`src/rtl/axi_mem_tester.sv`:
```
// AXI4 memory-test master: writes a seeded pattern over a region, reads it
// back, compares every beat and reports busy/done/pass plus an error count.
module axi_mem_tester #(
    parameter int          DATA_W     = 128,
    parameter int          ADDR_W     = 64,
    parameter int          ID_W       = 2,
    parameter int          BURST_LEN  = 16,
    parameter int          NUM_BURSTS = 64,
    parameter logic [63:0] BASE_ADDR  = 64'h0,
    parameter int          ERR_CNT_W  = 16
) (
    input  logic                   aclk,
    input  logic                   aresetn,
    input  logic                   start,
    input  logic [1:0]             mode,
    input  logic [31:0]            seed,
    output logic                   busy,
    output logic                   done,
    output logic                   pass,
    output logic [ERR_CNT_W-1:0]   err_cnt,
    // write address
    output logic                   awvalid,
    input  logic                   awready,
    output logic [ADDR_W-1:0]      awaddr,
    output logic [7:0]             awlen,
    output logic [2:0]             awsize,
    output logic [1:0]             awburst,
    output logic [ID_W-1:0]        awid,
    output logic [3:0]             awcache,
    output logic [2:0]             awprot,
    output logic                   awlock,
    output logic [3:0]             awqos,
    output logic [3:0]             awregion,
    // write data
    output logic                   wvalid,
    input  logic                   wready,
    output logic [DATA_W-1:0]      wdata,
    output logic [DATA_W/8-1:0]    wstrb,
    output logic                   wlast,
    // write response
    input  logic                   bvalid,
    output logic                   bready,
    input  logic [1:0]             bresp,
    input  logic [ID_W-1:0]        bid,
    // read address
    output logic                   arvalid,
    input  logic                   arready,
    output logic [ADDR_W-1:0]      araddr,
    output logic [7:0]             arlen,
    output logic [2:0]             arsize,
    output logic [1:0]             arburst,
    output logic [ID_W-1:0]        arid,
    output logic [3:0]             arcache,
    output logic [2:0]             arprot,
    output logic                   arlock,
    output logic [3:0]             arqos,
    output logic [3:0]             arregion,
    // read data
    input  logic                   rvalid,
    output logic                   rready,
    input  logic [DATA_W-1:0]      rdata,
    input  logic [1:0]             rresp,
    input  logic                   rlast,
    input  logic [ID_W-1:0]        rid
);

    localparam int LANES       = DATA_W / 32;
    localparam int BYTES       = DATA_W / 8;
    localparam int BURST_BYTES = BURST_LEN * BYTES;
    localparam int SIZE        = $clog2(BYTES);
    localparam int BEAT_W      = $clog2(BURST_LEN + 1);
    localparam int BCNT_W      = $clog2(NUM_BURSTS + 1);

    typedef enum logic [2:0] {
        S_IDLE, S_WR_ADDR, S_WR_DATA, S_WR_RESP, S_RD_ADDR, S_RD_DATA, S_DONE
    } state_t;

    state_t              state, state_nx;
    logic                start_q;
    logic [1:0]          run_mode;
    logic [31:0]         seed_r;
    logic [BCNT_W-1:0]   burst_cnt;
    logic [BEAT_W-1:0]   beat_cnt;
    logic [31:0]         beat_idx;
    logic [31:0]         lane_base;
    logic [DATA_W-1:0]   pat;
    logic [ADDR_W-1:0]   addr;
    logic                start_ok, last_beat, last_burst, wr_only;
    logic                r_bad, r_end, err_inc;
    logic                unused;

    // IDs are never checked; they are all driven 0 on the request side.
    assign unused = ^{bid, rid};

    assign start_ok   = start && !start_q && (state == S_IDLE || state == S_DONE);
    assign last_beat  = (beat_cnt == BEAT_W'(BURST_LEN - 1));
    assign last_burst = (burst_cnt == BCNT_W'(NUM_BURSTS - 1));
    assign wr_only    = (run_mode == 2'd1);

    // Global beat index drives the pattern for both the write and compare side.
    assign beat_idx  = 32'(burst_cnt) * 32'(BURST_LEN) + 32'(beat_cnt);
    assign lane_base = seed_r + beat_idx * 32'(LANES);

    for (genvar g = 0; g < LANES; g++) begin : g_lane
        assign pat[g*32 +: 32] = lane_base + 32'(g);
    end

    // An early rlast ends the burst; a missing one ends it after BURST_LEN beats.
    assign r_bad   = (rdata != pat) || (rresp != 2'b00) || (rlast != last_beat);
    assign r_end   = rlast || last_beat;
    assign err_inc = (state == S_WR_RESP && bvalid && bresp != 2'b00) ||
                     (state == S_RD_DATA && rvalid && r_bad);

    assign addr = ADDR_W'(BASE_ADDR) + ADDR_W'(burst_cnt) * ADDR_W'(BURST_BYTES);

    assign awaddr   = addr;
    assign awlen    = 8'(BURST_LEN - 1);
    assign awsize   = 3'(SIZE);
    assign awburst  = 2'b01;
    assign awid     = '0;
    assign awcache  = 4'b0011;
    assign awprot   = 3'b000;
    assign awlock   = 1'b0;
    assign awqos    = 4'h0;
    assign awregion = 4'h0;
    assign araddr   = addr;
    assign arlen    = 8'(BURST_LEN - 1);
    assign arsize   = 3'(SIZE);
    assign arburst  = 2'b01;
    assign arid     = '0;
    assign arcache  = 4'b0011;
    assign arprot   = 3'b000;
    assign arlock   = 1'b0;
    assign arqos    = 4'h0;
    assign arregion = 4'h0;
    assign wdata    = pat;
    assign wstrb    = '1;

    // State register; reset aborts any run immediately.
    always_ff @(posedge aclk or negedge aresetn) begin
        if (!aresetn) state <= S_IDLE;
        else          state <= state_nx;
    end

    // Next-state: one burst outstanding, write phase then read phase.
    always_comb begin
        state_nx = state;
        case (state)
            S_IDLE, S_DONE: if (start_ok) state_nx = (mode == 2'd2) ? S_RD_ADDR : S_WR_ADDR;
            S_WR_ADDR:      if (awready) state_nx = S_WR_DATA;
            S_WR_DATA:      if (wready && last_beat) state_nx = S_WR_RESP;
            S_WR_RESP: begin
                if (bvalid) begin
                    if (!last_burst)  state_nx = S_WR_ADDR;
                    else if (wr_only) state_nx = S_DONE;
                    else              state_nx = S_RD_ADDR;
                end
            end
            S_RD_ADDR:      if (arready) state_nx = S_RD_DATA;
            S_RD_DATA:      if (rvalid && r_end) state_nx = last_burst ? S_DONE : S_RD_ADDR;
            default:        state_nx = S_IDLE;
        endcase
    end

    // Moore outputs decoded from the state register, so valids are glitch-free.
    always_comb begin
        awvalid = 1'b0;
        wvalid  = 1'b0;
        wlast   = 1'b0;
        bready  = 1'b0;
        arvalid = 1'b0;
        rready  = 1'b0;
        busy    = 1'b1;
        done    = 1'b0;
        case (state)
            S_WR_ADDR: awvalid = 1'b1;
            S_WR_DATA: begin wvalid = 1'b1; wlast = last_beat; end
            S_WR_RESP: bready  = 1'b1;
            S_RD_ADDR: arvalid = 1'b1;
            S_RD_DATA: rready  = 1'b1;
            S_DONE:    begin busy = 1'b0; done = 1'b1; end
            default:   busy = 1'b0;
        endcase
        pass = done && (err_cnt == '0);
    end

    // Run context, beat/burst counters and saturating error counter.
    always_ff @(posedge aclk or negedge aresetn) begin
        if (!aresetn) begin
            start_q   <= 1'b0;
            run_mode  <= 2'd0;
            seed_r    <= 32'h0;
            burst_cnt <= '0;
            beat_cnt  <= '0;
            err_cnt   <= '0;
        end else begin
            start_q <= start;
            if (start_ok) begin
                run_mode  <= mode;
                seed_r    <= seed;
                burst_cnt <= '0;
                beat_cnt  <= '0;
                err_cnt   <= '0;
            end else begin
                if (err_inc && err_cnt != '1) err_cnt <= err_cnt + ERR_CNT_W'(1);
                case (state)
                    S_WR_DATA: if (wready) beat_cnt <= last_beat ? '0 : beat_cnt + BEAT_W'(1);
                    S_WR_RESP: if (bvalid) burst_cnt <= last_burst ? '0 : burst_cnt + BCNT_W'(1);
                    S_RD_DATA: begin
                        if (rvalid) begin
                            beat_cnt <= r_end ? '0 : beat_cnt + BEAT_W'(1);
                            if (r_end) burst_cnt <= last_burst ? '0 : burst_cnt + BCNT_W'(1);
                        end
                    end
                    default: ;
                endcase
            end
        end
    end

endmodule

```
`config.mk`:
```
export PLATFORM = sky130hd
export DESIGN_NAME = axi_mem_tester
export DESIGN_NICKNAME = d
export VERILOG_FILES = /design/src/rtl/axi_mem_tester.sv
export SDC_FILE = /design/constraint.sdc
export NUM_CORES = 1
export LEC_CHECK = 0
export BUFFER_PORTS_ARGS = -buffer_cell sky130_fd_sc_hd__buf_2
export CORE_AREA = 10 10 199 201
export CTS_BUF_LIST = sky130_fd_sc_hd__clkbuf_2
export CTS_CLUSTER_DIAMETER = 200
export DETAILED_ROUTE_END_ITERATION = 8
export DIE_AREA = 0 0 209 211
export HOLD_SLACK_MARGIN = 0.03
export PLACE_DENSITY = 0.63
export RECOVER_POWER = 50
export SYNTH_ARGS = -nofsm -noshare
export SYNTH_HDL_FRONTEND = slang
export SYNTH_SLANG_ARGS = --single-unit
```
`constraint.sdc`:
```
create_clock -name aclk -period 5.4 [get_ports aclk]
set_input_delay 1.08 -clock aclk [delete_from_list [all_inputs] [get_ports aclk]]
set_output_delay 1.08 -clock aclk [all_outputs]
set_load 0.005 [all_outputs]
```
==> metrics.txt <==
Multi-input gate area=0.00962 mm^2; final layout net count=approximately 2400; clk_lat worst skew=roughly 540 ps; gpl congestion=0.957; library cells used by synthesis=87; clock-pin slew on the worst setup and hold paths=roughly 220 ps; fin. max-slew vios=96; Setup Viol. Count Final=33; reg2reg start=burst_cnt[3]; relative slew slack=-0.803; Async SR Flop Fraction=1.00; Total Wirelength=around 56 mm; yosys warns=0; drt wl/cell=approximately 21 um; final setup TNS=-4890 ps; Synth Area in Adders=0.0299; Max VDD drop=0.000257 V; critical path arrival=~6000 ps; crit start category=flip-flop; io pins=roughly 540; Setup crit end kind=flip-flop; DRT antenna net count=0; combinational family with the most area after synthesis=simple AND/OR/NAND/NOR gates; first-pass GRT wire length=approximately 82 mm; Top delay family on crit path=compound AO/OA/AOI/OAI gates; final hold violation count=0; Die X=209 um; Root Buffer=clkbuf_2; skew final=approximately 37 ps; Area Overhead vs Synth=55.0%; power density cells=approximately 520 mW/mm^2; crit path time final=5660 ps; Setup CP Type=flip-flop to flip-flop; Max Root-Sink Buffers=2; DR iter-0 viols=around 900; slowest stage delay, CP=between 400 and 500 ps; Pwr Total=8.93 mW; vias in the first global route=around 13000; number of remaining DRC errors=0; Hold WS=~500 ps; clock sink count=66; worst hold path type=flip-flop to flip-flop; GRT overflow=0; cell count after synthesis=roughly 1500; core area=roughly 0.035 mm^2; beginning of the worst hold path=run_mode[1]; most used cell, CP=buf_4; CP Buf/Inv Count=8; CTS buffer count=9; largest net degree at the start of global routing=53; GR Util All Layers=0.235; starting density of the core=0.314; max cap viols=2; setup ws final=-261 ps; Synth Area in Compound Gates=0.164; Cell Rows=69; data required time at the worst endpoint=5890 ps; number of port buffers=341; routed vias=~13000; crit share post-route=1.05; Synth Register Bits=66; Critical Path Source=burst_cnt[3]; LEAKAGE=between 8 and 9 nW; initial antenna violation count=6; Via density=about 5.0; CTS tree=done; Cell Area, Synth=~0.011 mm^2; register area share after synthesis=0.148; Fillers=between 3000 and 4000; Most used DFF post-synth=dfrtp_1; worst-margin pin slew=2700 ps; violated checks=max-capacitance violations, max-slew violations, negative setup slack; CP max stage cell=dfrtp_1; mux cell area share after synthesis=0.0101; Peak Freq=between 150 and 200 MHz; Die Height=around 210 um; dpl hpwl=between 40 and 50 mm; register area=between 0.0015 and 0.002 mm^2; DIE AREA=~0.044 mm^2; area share of and/or/nand/nor cells after synthesis=0.286; # H-tree levels=3; number of synthesized flops with an enable pin=0; status=finished, violations left; crit path max fanout=7; layout cells sized above 1=0.438; xor/xnor share of the synthesized area=0.178; RSZ-0062 raised after global routing=true; setup slack, reg-to-reg=-260 ps; syn_area_per_cell=7.34 um^2; number of detailed-route iterations in the first pass=5
## worst register-to-register path: stages (launching register included)
cell       delay [ps]
dfrtp_1           430
and4_4            260
nand3_1           100
xnor2_1           140
ha_1              350
and3_4            200
a221o_1           400
o211ai_1          260
nand3_1           140
a22oi_2           240
buf_4             150
nand4_1           100
buf_6             160
buf_6             110
nor4_4            270
buf_4             180
xnor3_1           270
a2111oi_4         350
buf_4             200
nand3_4            80
nor4_4            290
buf_4             180
a41o_4            290
buf_12            130
buf_16            100
o31ai_2            60
a21oi_1           170
## area by class of cell
type,count,share of cell area
timing repair buffer,735,0.291
inverter,60,0.0131
multi-input combinational,1312,0.558
sequential,66,0.0958
tap,461,0.0334
antenna,4,0.000580
clock buffer,9,0.00261
clock inverter,7,0.00580
## cell usage in the layout (no fill, tap or decap), types with 12 or more instances in the layout
| master | n |
|---|---|
| buf_2 | 324 |
| buf_4 | 320 |
| nand2_1 | 192 |
| conb_1 | 192 |
| xnor2_1 | 120 |
| nor2_1 | 67 |
| dfrtp_1 | 65 |
| buf_6 | 64 |
| nand3_1 | 59 |
| inv_1 | 45 |
| o21ai_0 | 40 |
| a21oi_1 | 35 |
| xnor2_2 | 33 |
| xor2_1 | 31 |
| nor3_1 | 31 |
| nand4_1 | 30 |
| nand2b_1 | 23 |
| ha_1 | 22 |
| a211oi_1 | 20 |
| and3_1 | 18 |
| nor4_4 | 17 |
| nor4_1 | 16 |
| clkbuf_1 | 16 |
| a21o_1 | 14 |
| a31oi_1 | 13 |
| o22ai_1 | 12 |
| nor3_4 | 12 |
| o31ai_1 | 12 |
## cells in the mapped netlist (all sizes together) (11+ instances only)
cell    number  area [um^2]
nand4       30          188
a31oi       15         93.8
or3         12         80.1
xnor2      160         1420
a211oi      26          205
xor2        35          314
a21o        14          105
nor3        48          250
inv         55          206
nor2        78          295
and3        22          138
nand2      202          758
nand2b      23          144
and2        17          106
o31ai       16          120
nand3       74          370
o22ai       13         81.3
xnor3       11          248
clkbuf      43          163
buf        225         1650
dfrtp       66         1650
o21ai       49          245
ha          25          313
a21oi       41          205
nor4        40          299
or4         13         97.6
## what timing repair did
action	4_1_cts	5_1_grt
cloned	2	0
pin swaps	69	61
setup buffers	52	21
endpoints found under the setup margin	62	66
resized for setup	198	141
hold buffers	0	0
## registers in the layout (all words and copies together) (netlist names)
signal / cells
burst_cnt: 7
beat_cnt: 5
state: 3
seed_r: 32
run_mode: 2
err_cnt: 16
start_q: 1
## final timing paths
path / depth (start not counted) / endpoint
worst max-delay path: 26 / err_cnt[10]
worst min-delay path: 2 / run_mode[1]
worst max register to register: 26 / err_cnt[10]
worst min register to register: 2 / run_mode[1]
max in group asynchronous: 2 / burst_cnt[0]
min in group asynchronous: 1 / err_cnt[12]
## routing by layer
layer,vias to the layer above,global-route usage,share of wire
met3,84,0.0498,0.063
met2,524,0.411,0.50
met5,-,0,0.00054
met4,4,0.0732,0.030
met1,6401,0.284,0.40
li1,6297,-,-
## metrics by stage
stage | instances | utilization | area, um^2 | worst slack (ps)
CTS | 2635 | 0.463 | 16400 | -233
detailed placement | 2572 | 0.420 | 14900 | -534
global placement | 2572 | 0.420 | 14900 | -422
finish | 2654 | 0.487 | 17200 | -261
floorplan | 1706 | - | 11900 | 12.5
global route | 2653 | 0.487 | 17200 | -520
## power by group
part / internal (mW) / total (mW) / switching (mW)
sequential: 0.662 / 0.912 / 0.250
combinational: 3.60 / 7.66 / 4.06
clock: 0.157 / 0.365 / 0.208
## cell families (layout without fill, tap and decap cells)
group | Yosys count | after routing
adders and majority gates | 26 | 26
buffers and inverters | 328 | 811
muxes | 11 | 11
AOI/OAI and AO/OA | 260 | 260
and+or+nand+nor | 617 | 617
other | 2 | 196
DFF | 66 | 66
xor gates and xnor gates | 206 | 206
No activity file was read; power rests on OpenSTA's default activity.
